## config.mk

```make
export PLATFORM = sky130hd
export DESIGN_NAME = sram_port_arbiter
export DESIGN_NICKNAME = d
export VERILOG_FILES = /design/src/rtl/sram_arb_pkg.sv /design/src/rtl/sram_arb_tag_pipe.sv /design/src/rtl/sram_port_arbiter.sv
export SDC_FILE = /design/constraint.sdc
export NUM_CORES = 1
export LEC_CHECK = 0
export CAP_MARGIN = 20
export CORE_ASPECT_RATIO = 0.5
export CORE_MARGIN = 3
export CORE_UTILIZATION = 32
export DETAILED_ROUTE_END_ITERATION = 12
export GPL_TIMING_DRIVEN = 0
export PLACE_DENSITY = 0.76
export SETUP_SLACK_MARGIN = 0.5
export SYNTH_ARGS = -nofsm -noshare
export SYNTH_HDL_FRONTEND = slang
export SYNTH_SLANG_ARGS = --single-unit
```

## constraint.sdc

```tcl
create_clock -name Clock_50 -period 2 [get_ports Clock_50]
set_input_delay 0.2 -clock Clock_50 [delete_from_list [all_inputs] [get_ports Clock_50]]
set_output_delay 0.2 -clock Clock_50 [all_outputs]
set_load 0.02 [all_outputs]
```

## src/rtl/sram_arb_pkg.sv

```systemverilog
// Shared types and constants for the SRAM port arbiter.
//   SRAM_ADDR_W / SRAM_DATA_W : SRAM_Controller address and data widths
//   ARB_ID_W                  : width of a requester id carried in read tags
//   sram_arb_state_t          : arbiter lock FSM states
//   arb_tag_t                 : {valid, id} tag travelling alongside a read
package sram_arb_pkg;

   localparam int unsigned SRAM_ADDR_W = 18;
   localparam int unsigned SRAM_DATA_W = 16;
   localparam int unsigned ARB_ID_W    = 2;

   typedef enum logic {
      S_ARB_IDLE,
      S_ARB_LOCKED
   } sram_arb_state_t;

   typedef struct packed {
      logic                valid;
      logic [ARB_ID_W-1:0] id;
   } arb_tag_t;

endpackage

```

## src/rtl/sram_arb_tag_pipe.sv

```systemverilog
// Read-tag delay line. A tag pushed with a granted read reaches the last
// stage exactly when the SRAM returns that read's data, and is decoded there
// into a one-hot per-requester valid.
//   clk_i    : clock
//   clr_i    : synchronous clear, drops every tag in flight
//   tag_i    : tag pushed this cycle (valid=0 for writes / idle cycles)
//   rvalid_o : one-hot owner of the read data returning this cycle
module sram_arb_tag_pipe
   import sram_arb_pkg::*;
#(
   parameter int unsigned READ_LATENCY = 2,
   parameter int unsigned NUM_REQ      = 3
) (
   input  logic               clk_i,
   input  logic               clr_i,
   input  arb_tag_t           tag_i,
   output logic [NUM_REQ-1:0] rvalid_o
);

   // One extra stage covers the output register between grant and SRAM.
   arb_tag_t pipe_q [READ_LATENCY+1];

   always_ff @(posedge clk_i) begin
      if (clr_i) begin
         for (int unsigned s = 0; s <= READ_LATENCY; s++) begin
            pipe_q[s] <= '0;
         end
      end else begin
         pipe_q[0] <= tag_i;
         for (int unsigned s = 1; s <= READ_LATENCY; s++) begin
            pipe_q[s] <= pipe_q[s-1];
         end
      end
   end

   always_comb begin
      rvalid_o = '0;
      for (int unsigned i = 0; i < NUM_REQ; i++) begin
         if (pipe_q[READ_LATENCY].valid && pipe_q[READ_LATENCY].id == ARB_ID_W'(i)) begin
            rvalid_o[i] = 1'b1;
         end
      end
   end

endmodule

```

## src/rtl/sram_port_arbiter.sv

```systemverilog
// Arbitrates several requesters onto the single-ported SRAM_Controller.
// One grant per cycle; the winner's address/data/we_n are registered onto
// the SRAM inputs, and reads are tagged so returning data is flagged to the
// issuing requester.
//   Clock_50          : system clock
//   Reset             : synchronous active-high reset
//   SRAM_ready_i      : controller ready, no grants while low
//   req_i/lock_i      : per-requester request and burst-lock
//   we_n_i            : per-requester write enable, active-low
//   addr_i/wdata_i    : packed per-requester address and write data
//   gnt_o             : one-hot combinational grant
//   SRAM_address_o    : registered address
//   SRAM_write_data_o : registered write data
//   SRAM_we_n_o       : registered write enable, active-low
//   SRAM_read_data_i  : read data from the controller
//   rdata_o           : read data pass-through
//   rvalid_o          : one-hot owner of rdata_o this cycle
module sram_port_arbiter
   import sram_arb_pkg::*;
#(
   parameter int unsigned NUM_REQ      = 3,
   parameter int unsigned READ_LATENCY = 2,
   parameter int unsigned LOCK_MAX     = 8
) (
   input  logic                           Clock_50,
   input  logic                           Reset,
   input  logic                           SRAM_ready_i,
   input  logic [NUM_REQ-1:0]             req_i,
   input  logic [NUM_REQ-1:0]             lock_i,
   input  logic [NUM_REQ-1:0]             we_n_i,
   input  logic [SRAM_ADDR_W*NUM_REQ-1:0] addr_i,
   input  logic [SRAM_DATA_W*NUM_REQ-1:0] wdata_i,
   output logic [NUM_REQ-1:0]             gnt_o,
   output logic [SRAM_ADDR_W-1:0]         SRAM_address_o,
   output logic [SRAM_DATA_W-1:0]         SRAM_write_data_o,
   output logic                           SRAM_we_n_o,
   input  logic [SRAM_DATA_W-1:0]         SRAM_read_data_i,
   output logic [SRAM_DATA_W-1:0]         rdata_o,
   output logic [NUM_REQ-1:0]             rvalid_o
);

   localparam logic [3:0] LOCK_MAX_C = 4'(LOCK_MAX);

   sram_arb_state_t     state_q, state_d;
   logic [ARB_ID_W-1:0] owner_q, owner_d;
   logic [ARB_ID_W-1:0] rr_ptr_q, rr_ptr_d;
   logic [ARB_ID_W-1:0] excl_id_q, excl_id_d;
   logic [3:0]          lock_cnt_q, lock_cnt_d;
   logic                excl_q, excl_d;

   logic [SRAM_ADDR_W-1:0] addr_q, addr_d;
   logic [SRAM_DATA_W-1:0] wdata_q, wdata_d;
   logic                   we_n_q, we_n_d;

   logic [NUM_REQ-1:0]  excl_mask, req_m, gnt, pipe_rvalid;
   logic [ARB_ID_W-1:0] grant_id;
   logic                grant_vld, lock_win, own_req, own_lock, lock_sel;
   arb_tag_t            push_tag;

   always_comb begin
      excl_mask = '0;
      own_req   = 1'b0;
      own_lock  = 1'b0;
      for (int unsigned i = 0; i < NUM_REQ; i++) begin
         if (excl_q && excl_id_q == ARB_ID_W'(i)) excl_mask[i] = 1'b1;
         if (owner_q == ARB_ID_W'(i)) begin
            own_req  = req_i[i];
            own_lock = lock_i[i];
         end
      end

      // An expired owner sits out one arbitration round unless nobody else asks.
      req_m = req_i & ~excl_mask;
      if (req_m == '0) req_m = req_i;

      lock_win = (state_q == S_ARB_LOCKED) && own_req && own_lock &&
                 (lock_cnt_q < LOCK_MAX_C);

      grant_vld = 1'b0;
      grant_id  = '0;
      if (SRAM_ready_i && !Reset) begin
         if (lock_win) begin
            grant_vld = 1'b1;
            grant_id  = owner_q;
         end else if (req_m[0]) begin
            grant_vld = 1'b1;
            grant_id  = '0;
         end else begin
            // Round-robin split into two passes: rr_ptr..top, then 1..rr_ptr-1.
            for (int unsigned i = 1; i < NUM_REQ; i++) begin
               if (!grant_vld && req_m[i] && ARB_ID_W'(i) >= rr_ptr_q) begin
                  grant_vld = 1'b1;
                  grant_id  = ARB_ID_W'(i);
               end
            end
            for (int unsigned i = 1; i < NUM_REQ; i++) begin
               if (!grant_vld && req_m[i] && ARB_ID_W'(i) < rr_ptr_q) begin
                  grant_vld = 1'b1;
                  grant_id  = ARB_ID_W'(i);
               end
            end
         end
      end

      gnt      = '0;
      addr_d   = addr_q;
      wdata_d  = wdata_q;
      we_n_d   = 1'b1;
      lock_sel = 1'b0;
      for (int unsigned i = 0; i < NUM_REQ; i++) begin
         if (grant_vld && grant_id == ARB_ID_W'(i)) begin
            gnt[i]   = 1'b1;
            addr_d   = addr_i[i*SRAM_ADDR_W +: SRAM_ADDR_W];
            wdata_d  = wdata_i[i*SRAM_DATA_W +: SRAM_DATA_W];
            we_n_d   = we_n_i[i];
            lock_sel = lock_i[i];
         end
      end

      push_tag       = '0;
      push_tag.valid = grant_vld && we_n_d;
      push_tag.id    = grant_id;

      rr_ptr_d = rr_ptr_q;
      if (grant_vld && grant_id != '0) begin
         rr_ptr_d = (grant_id == ARB_ID_W'(NUM_REQ-1)) ? ARB_ID_W'(1)
                                                        : grant_id + ARB_ID_W'(1);
      end

      state_d    = state_q;
      owner_d    = owner_q;
      lock_cnt_d = lock_cnt_q;
      excl_d     = excl_q;
      excl_id_d  = excl_id_q;
      // While the controller is not ready, lock state and count are frozen.
      if (SRAM_ready_i) begin
         excl_d = 1'b0;
         if (lock_win) begin
            state_d    = S_ARB_LOCKED;
            lock_cnt_d = (lock_cnt_q == 4'hF) ? lock_cnt_q : lock_cnt_q + 4'd1;
         end else if (grant_vld && lock_sel) begin
            // The grant that opens a burst is the first locked grant.
            state_d    = S_ARB_LOCKED;
            owner_d    = grant_id;
            lock_cnt_d = 4'd1;
         end else begin
            state_d    = S_ARB_IDLE;
            lock_cnt_d = '0;
         end
         if (state_d == S_ARB_LOCKED && lock_cnt_d >= LOCK_MAX_C) begin
            state_d    = S_ARB_IDLE;
            lock_cnt_d = '0;
            excl_d     = 1'b1;
            excl_id_d  = owner_d;
         end
      end
   end

   always_ff @(posedge Clock_50) begin
      if (Reset) begin
         state_q    <= S_ARB_IDLE;
         owner_q    <= '0;
         lock_cnt_q <= '0;
         rr_ptr_q   <= ARB_ID_W'(1);
         excl_q     <= 1'b0;
         excl_id_q  <= '0;
         addr_q     <= '0;
         wdata_q    <= '0;
         we_n_q     <= 1'b1;
      end else begin
         state_q    <= state_d;
         owner_q    <= owner_d;
         lock_cnt_q <= lock_cnt_d;
         rr_ptr_q   <= rr_ptr_d;
         excl_q     <= excl_d;
         excl_id_q  <= excl_id_d;
         addr_q     <= addr_d;
         wdata_q    <= wdata_d;
         we_n_q     <= we_n_d;
      end
   end

   sram_arb_tag_pipe #(
      .READ_LATENCY (READ_LATENCY),
      .NUM_REQ      (NUM_REQ)
   ) u_tag_pipe (
      .clk_i    (Clock_50),
      .clr_i    (Reset),
      .tag_i    (push_tag),
      .rvalid_o (pipe_rvalid)
   );

   assign gnt_o             = gnt;
   assign SRAM_address_o    = addr_q;
   assign SRAM_write_data_o = wdata_q;
   assign SRAM_we_n_o       = we_n_q;
   assign rdata_o           = SRAM_read_data_i;
   assign rvalid_o          = Reset ? '0 : pipe_rvalid;

endmodule

```

After elaboration in Yosys (flattened, before gate mapping) --
Memory sizes are Yosys's and may differ from the RTL's. Index checks and enable logic that the tools add are counted.
Word-level totals: register bits after elaboration 47, RAM bits 9, input port bits 130, output and inout bits 57, memories kept 1
Memory list:
- u_tag_pipe.pipe_q | words 3, width 3, read ports 3, clocked after Yosys merged registers in 0, write ports 3, line sram_arb_tag_pipe.sv:21 | arb_tag_t pipe_q [READ_LATENCY+1];
Operators by class: $add $sub $neg 2, magnitude comparators 6, equality and inequality tests 9, mux-type cells 71, bitwise operators 5, reduce and logical (&&, ||, !) cells 36
Operators with widths (count):
- $mux W18 | 3
- $mux W16 | 3
- $mux W1 | 47
- $logic_and A1 B1 Y1 | 24
- $mux W2 | 9
- $mux W4 | 4
- $mux W3 | 5
- $eq A2 B1 Y1 const B | 4
- $eq A2 B2 Y1 const B | 4
- $logic_not A2 Y1 | 4
- $add A4 B1 Y4 const B | 1
- $eq A4 B4 Y1 const B | 1
- $ge A4 B4 Y1 const B | 1
- $logic_not A1 Y1 | 4
- $lt A4 B4 Y1 const B | 1
- $and A3 B3 Y3 | 1
- $logic_not A3 Y1 | 1
- $not A3 Y3 | 1
- $or A1 B1 Y1 | 3
- $reduce_bool A3 Y1 | 1
- $add A2 B1 Y2 const B | 1
- $ge A1 B2 Y1 const A | 1
- $ge A2 B2 Y1 const A | 1
- $lt A1 B2 Y1 const A | 1
- other kinds (3) | 3

Depth between registers and ports, before layout --
Gate-level depths: netlist of the first run.
depth in word-level cells 45, depth in mapped cells 7

Cells and area by module --
Synthesis of the first run repeated with hierarchy kept, for this count alone.
Second synthesis, totals: cells, all modules 311, area, all modules 2899.0 sq um
Modules (own cells, without submodules):
- sram_port_arbiter | instances 1, cells an instance 290, area an instance 2637.5 sq um, sequential area each 940.9 sq um
- sram_arb_tag_pipe | instances 1, cells an instance 21, area an instance 261.5 sq um, sequential area each 180.2 sq um

Worst setup path after synthesis of the first run --
Ideal clock, no wire load.
kind register -> output, start register owner_q[0], end output port gnt_o[0], arrival time 2012 ps, setup slack -212 ps, stages on the path, launching flop included 8, path through dfxtp_1 > nand3b_2 > a2111oi_2 > o31ai_2 > nand2_4 > buf_4 > inv_1 > nor2_1
Between the ends: cells in the longest elaborated chain, start to end 12
Ends and longest elaborated chain:
- start, declared | line sram_port_arbiter.sv:45 | logic [ARB_ID_W-1:0] owner_q, owner_d;
- start signal, assigned | line sram_port_arbiter.sv:172 | owner_q <= owner_d;
- $logic_not A2 Y1 | line sram_port_arbiter.sv:66 | if (owner_q == ARB_ID_W'(i)) begin
- $mux W1 (3 in series) | line sram_port_arbiter.sv:66
- $logic_and A1 B1 Y1 (3 in series) | line sram_port_arbiter.sv:76 | lock_win = (state_q == S_ARB_LOCKED) && own_req && own_lock &&
- $mux W2 | line sram_port_arbiter.sv:82 | if (lock_win) begin
- $mux W2 | line sram_port_arbiter.sv:81 | if (SRAM_ready_i && !Reset) begin
- $logic_not A2 Y1 | line sram_port_arbiter.sv:111 | if (grant_vld && grant_id == ARB_ID_W'(i)) begin
- $logic_and A1 B1 Y1 * | line sram_port_arbiter.sv:111
- $mux W1 * | line sram_port_arbiter.sv:111
- end, declared | line sram_port_arbiter.sv:33 | output logic [NUM_REQ-1:0] gnt_o,
Mark *: on every way between the ends. The rest lies on a longest branch, timed or not.

Worst setup path in the final report of the first run --
Ends and elaborated chain as after synthesis.

==> flow_summary.json, run 1 <==
{
  "status": "finished, violations left",
  "violations": "setup timing",
  "final_common_cell": "clkdlybuf4s50_1",
  "slew_viol_final": 0,
  "start_kind": "flop",
  "hpwl_mm": 6.97,
  "die_h_um": 71.8,
  "p_sw_share_pct": 26.7,
  "intPower_mw": 2.15,
  "wl_met1_mm": 3.86,
  "fillers": 675,
  "drv_cap": 0,
  "synth_compound_area_share_pct": 24.8,
  "synth_top_family_by_area": "compound AO/OA/AOI/OAI gates",
  "hp-class": "flop to flop",
  "cts_made_buffers": 5,
  "synth_xor_xnor_area_share_pct": 0,
  "cts_tree": "done",
  "nets": 613,
  "drt_drc_violations_left": 0,
  "synth_simple_gate_area_share_pct": 11.7,
  "syn_to_final_growth_pct": 96.0,
  "die_area_um2": 9880,
  "ant_nets": 0,
  "dpl_cell_area_um2": 4690,
  "cpPeakStageDelay_ns": 0.45,
  "leakagePower_nw": 2.45,
  "synthMuxAreaShare_pct": 13.4,
  "power_mw": 2.93,
  "dp_slack_ns": -1.09,
  "worst_pin_slew_ns": 0.630,
  "yosys.area_share.adder_pct": 0.452,
  "synth-edff-count": 0,
  "slew-limit-headroom_pct": 57.5,
  "crit_family": "compound AO/OA/AOI/OAI gates",
  "min_period_over_period_pct": 111,
  "peakVddDrop_uv": 349,
  "cts_sinks": 56,
  "crit_fanout": 5,
  "slowest_stage": "a2111o_1",
  "first_global_vias": 2952,
  "hold_viol": 0,
  "fin_crit_ns": 2.21,
  "post-route-util_pct": 66.2,
  "ys_warn_count": 0,
  "required_ns": 1.80,
  "max_clock_freq_mhz": 452,
  "synth.avg_cell_area_um2": 9.82,
  "drt-total-wl_mm": 9.86,
  "synth-seq-cells": 56,
  "worst_hold_slack_ns": 0.436,
  "worstPathCellList": "nand3b_4 > a2111o_1 > a41oi_4 > nand3_4 > buf_8 > nor2_4 > buf_6",
  "final.setup.worst_slack_ns": -0.213,
  "grtUsageTotal_pct": 19.0,
  "worstSetupPathType": "flop to output pin",
  "postCtsHoldBufs": 0,
  "setup_viol": 41,
  "comb_power_share_pct": 27.5,
  "ctsLongestPathBuffers": 2,
  "rsz0062_at_grt": "true",
  "htree_num_levels": 2,
  "cp-end-kind": "output pin",
  "core_um2": 8200,
  "reg2reg_setup_slack_ns": -0.12,
  "register_area_um2": 1130,
  "fin_area_um2": 5430,
  "clock-skew-final_ns": 0.00657,
  "antennaDiodeCount": 0,
  "worst_skew_pair.late_latency_ns": 0.30,
  "start_util_pct": 33.8,
  "synth_flop_cell": "dfxtp_1",
  "antenna_found_initial": 0,
  "gp_congestion": 0.837,
  "syn-num-nets": 413,
  "synth_cell_type_count": 46,
  "first_iter_violations": 69,
  "overflow": 0,
  "hp-start": "u_tag_pipe.pipe_q[0][1]",
  "r2r_start": "owner_q[0]",
  "synth_cells": 282,
  "path_clk_slew_ns": 0.07,
  "switchingPower_uw": 783,
  "num_io_pins": 187,
  "grt_max_degree": 17,
  "p_per_area_nw_per_um2": 541,
  "wl_met2_mm": 5.30,
  "io_buffers": 170,
  "top_layer": "met4",
  "root_buffer": "clkbuf_16",
  "via_count": 2928,
  "die_w_um": 138,
  "crit_start": "owner_q[0]",
  "cp.arrival_ns": 2.01,
  "multi_input_area_um2": 1710,
  "final_cell_mix": "clkdlybuf4s50_1, dfxtp_1, mux2i_1",
  "std_cell_rows": 23,
  "seq_power_share_pct": 41.6,
  "wl_met3_um": 581,
  "wl_per_cell_um": 16.6,
  "drive_above_1_share_pct": 28.2,
  "netlist_area_um2": 2770,
  "worst-path-buf-inv": 2,
  "clock_power_share_pct": 30.9,
  "synth-seq-area-share_pct": 40.5,
  "grt_first_pass_wirelength_mm": 14.8,
  "async_reset_ff_share_pct": 0,
  "drt_pre_antenna_iters": 4,
  "vias_per_cell": 4.92
}
-- routing by layer --
layer | up-vias | track usage (%)
met1 | 1386 | 21.9
met2 | 93 | 35.6
met3 | 13 | 4.28
met4 | 0 | 4.76
met5 | - | 0
li1 | 1436 | -
-- synth_stat cells, types with 2 or more instances --
master	count	area [um^2]
buf_6	6	67.6
buf_4	17	128
nand2_1	9	33.8
nor2_1	10	37.5
and3b_1	2	17.5
clkbuf_1	5	18.8
nand3_1	3	15.0
nor2b_1	8	50.1
o21bai_1	2	15.0
o31ai_1	2	15.0
mux2i_1	36	360
inv_1	7	26.3
nand3b_1	2	15.0
buf_2	3	15.0
nor4bb_1	2	20.0
dfxtp_1	56	1120
a21oi_1	10	50.1
o21ai_1	33	165
o21ai_0	3	15.0
nor3b_1	2	15.0
nand2b_1	4	25.0
a22oi_1	35	263
o22a_1	2	17.5
-- what timing repair did --
| action | in CTS | in global routing |
|---|---|---|
| cloned | 3 | 0 |
| setup buffers | 14 | 6 |
| pin swaps | 11 | 9 |
| endpoints found under the hold margin | 0 | 0 |
| gates resized for setup | 86 | 54 |
| endpoints found under the setup margin | 55 | 69 |
-- metrics by stage --
step / std cells / TNS [ns]
6_report: 595 / -3.69
3_5_place_dp: 564 / -27.21
3_3_place_gp: 564 / -27.02
2_1_floorplan: 282 / 0
4_1_cts: 589 / -6.70
5_1_grt: 595 / -5.96
-- state kept, by name (all words and copies together), names as in the netlist --
signal             flops
excl_id_q              2
rr_ptr_q               2
state_q                1
SRAM_we_n_o            1
owner_q                2
lock_cnt_q             4
u_tag_pipe.pipe_q      9
SRAM_address_o        18
excl_q                 1
SRAM_write_data_o     16
-- layout make-up --
type                            instances  area share (%)
Tap cell                              112            2.58
Clock inverter                          1           0.138
Sequential cell                        56            20.8
Inverter                                7           0.553
Clock buffer                            7            2.63
Multi-Input combinational cell        188            31.5
Timing Repair Buffer                  193            36.7
Buffer                                 31            5.09
-- cells by family after synthesis --
| family | after synthesis |
|---|---|
| buf+inv | 38 |
| simple gates | 52 |
| flops | 56 |
| fa+ha+maj | 1 |
| mux | 37 |
| compound gates | 98 |
-- power groups by stage --
stage               combinational [mW]  clock [mW]  sequential [mW]
floorplan                        0.236           0             1.30
global route                     0.856       0.967             1.23
finish                           0.806       0.908             1.22
detailed placement               0.724           0             1.24
CTS                              0.780       0.927             1.22
global placement                 0.717           0             1.24
-- path summary, 6_finish.rpt --
| kind | to | cells past startpoint |
|---|---|---|
| max | gnt_o[0] | 7 |
| max reg2reg | SRAM_address_o[14] | 9 |
| min | u_tag_pipe.pipe_q[0][4] | 1 |
| min reg2reg | u_tag_pipe.pipe_q[0][4] | 1 |
No activity file was read; power rests on OpenSTA's default activity.
==> run 2, diff against run 1 <==
- PLACE_DENSITY: 0.76 -> 0.83
==> flow_summary.json, run 2 (synthesized netlist as in run 1, its figures left out) <==
{
  "post-route-util_pct": 70.1,
  "hpwl_mm": 6.90,
  "cp-end-kind": "flop",
  "hp-class": "flop to flop",
  "met2_usage_pct": 36.7,
  "postCtsHoldBufs": 0,
  "multi_input_area_um2": 1750,
  "fillers": 572,
  "ant_nets": 0,
  "hold_viol": 0,
  "wl_per_cell_um": 18.5,
  "drive_above_1_share_pct": 32.1,
  "worstSetupPathType": "flop to flop",
  "status": "finished, violations left",
  "violations": "setup timing",
  "antenna_found_initial": 0,
  "die_h_um": 71.8,
  "via_count": 3087,
  "dpl_cell_area_um2": 4690,
  "core_um2": 8200,
  "max_clock_freq_mhz": 422,
  "cts_tree": "done",
  "peakVddDrop_uv": 506,
  "rsz0062_at_grt": "true",
  "crit_fanout": 5,
  "worst_skew_pair.late_latency_ns": 0.30,
  "antennaDiodeCount": 0,
  "final_cell_mix": "clkdlybuf4s50_1, dfxtp_1, a22oi_2",
  "grt_first_pass_wirelength_mm": 15.2,
  "first_iter_violations": 138,
  "clock-skew-final_ns": 0.00787,
  "cp.arrival_ns": 2.52,
  "grt_busiest_layer": "met2",
  "vias_per_cell": 5.08,
  "first_global_vias": 3016,
  "min_period_over_period_pct": 119,
  "htree_num_levels": 2,
  "overflow": 0,
  "required_ns": 2.15,
  "nets": 626,
  "gp_congestion": 0.855,
  "std_cell_rows": 23,
  "final.setup.worst_slack_ns": -0.371,
  "slew-limit-headroom_pct": 47.1,
  "grt_max_degree": 19,
  "fin_crit_ns": 2.37,
  "final_common_cell": "clkdlybuf4s50_1",
  "p_per_area_nw_per_um2": 542,
  "drt_drc_violations_left": 0,
  "setup_viol": 46,
  "register_area_um2": 1130,
  "leakagePower_nw": 2.71,
  "largest_reg_flops": 18,
  "ctsLongestPathBuffers": 2,
  "grtUsageTotal_pct": 19.7,
  "cts_sinks": 56,
  "slew_viol_final": 0,
  "syn_to_final_growth_pct": 107,
  "io_buffers": 170,
  "drt-total-wl_mm": 11.3,
  "drt_pre_antenna_iters": 5,
  "fin_area_um2": 5750,
  "drv_cap": 0,
  "worst_pin_slew_ns": 0.793,
  "grtUsageMet3_pct": 4.98,
  "start_kind": "flop",
  "num_io_pins": 187,
  "start_util_pct": 33.8,
  "die_area_um2": 9880,
  "met1_usage_pct": 22.3,
  "cts_made_buffers": 5,
  "die_w_um": 138,
  "root_buffer": "clkbuf_16",
  "path_clk_slew_ns": 0.08
}
## run 2: area by class of cell
type	count	share of cell area (%)
Clock inverter	3	0.805
Inverter	7	0.566
Multi-Input combinational cell	188	30.5
Clock buffer	5	2.18
Tap cell	112	2.44
Timing Repair Buffer	206	38.6
Buffer	31	5.33
Sequential cell	56	19.6
## run 2: critical path: stages, from the launching register on
cell and delay (ns):
dfxtp_4 0.36, buf_6 0.12, a21boi_4 0.15, a2111o_1 0.43, a41oi_4 0.30, buf_6 0.16
nor2_4 0.05, buf_6 0.14, buf_6 0.11, buf_16 0.12, buf_4 0.14, inv_4 0.06
o32ai_2 0.07
## run 2: metrics by stage
| step | TNS, ns | worst slack [ns] | cells | hold slack [ns] | power, mW |
|---|---|---|---|---|---|
| 6_report | -10.70 | -0.371 | 608 | 0.439 | 3.12 |
| 4_1_cts | -7.83 | -0.316 | 595 | 0.441 | 3.06 |
| 3_5_place_dp | -24.90 | -1.08 | 564 | 0.423 | 1.96 |
| 5_1_grt | -13.18 | -0.425 | 608 | 0.453 | 3.21 |
| 2_1_floorplan | 0 | 0.142 | 282 | 0.276 | 1.54 |
| 3_3_place_gp | -23.94 | -1.07 | 564 | 0.417 | 1.95 |
## run 2: path summary, 6_finish.rpt
| kind | from | to | slack, ns | depth (start not counted) |
|---|---|---|---|---|
| max reg2reg | owner_q[0] | owner_q[1] | -0.37 | 12 |
| min reg2reg | u_tag_pipe.pipe_q[0][2] | u_tag_pipe.pipe_q[0][5] | 0.44 | 1 |
| min | u_tag_pipe.pipe_q[0][2] | u_tag_pipe.pipe_q[0][5] | 0.44 | 1 |
| max | owner_q[0] | owner_q[1] | -0.37 | 12 |
## run 2: report_power, final
part           internal [mW]  switching [mW]
combinational          0.488           0.354
sequential              1.18          0.0444
clock                  0.597           0.453
total                   2.26           0.852
## run 2: per-layer routing
layer / up-vias / wire, um
li1: 1466 / -
met1: 1467 / 4380
met2: 132 / 5950
met3: 22 / 708
met4: 0 / 235
met5: - / 0
## run 2: what timing repair did
| action | CTS | global route |
|---|---|---|
| hold endpoints to repair | 0 | 0 |
| gates cloned | 3 | 3 |
| buffers inserted | 20 | 10 |
| gates resized for setup | 109 | 72 |
| pin swaps | 15 | 13 |
| setup endpoints to repair | 55 | 79 |
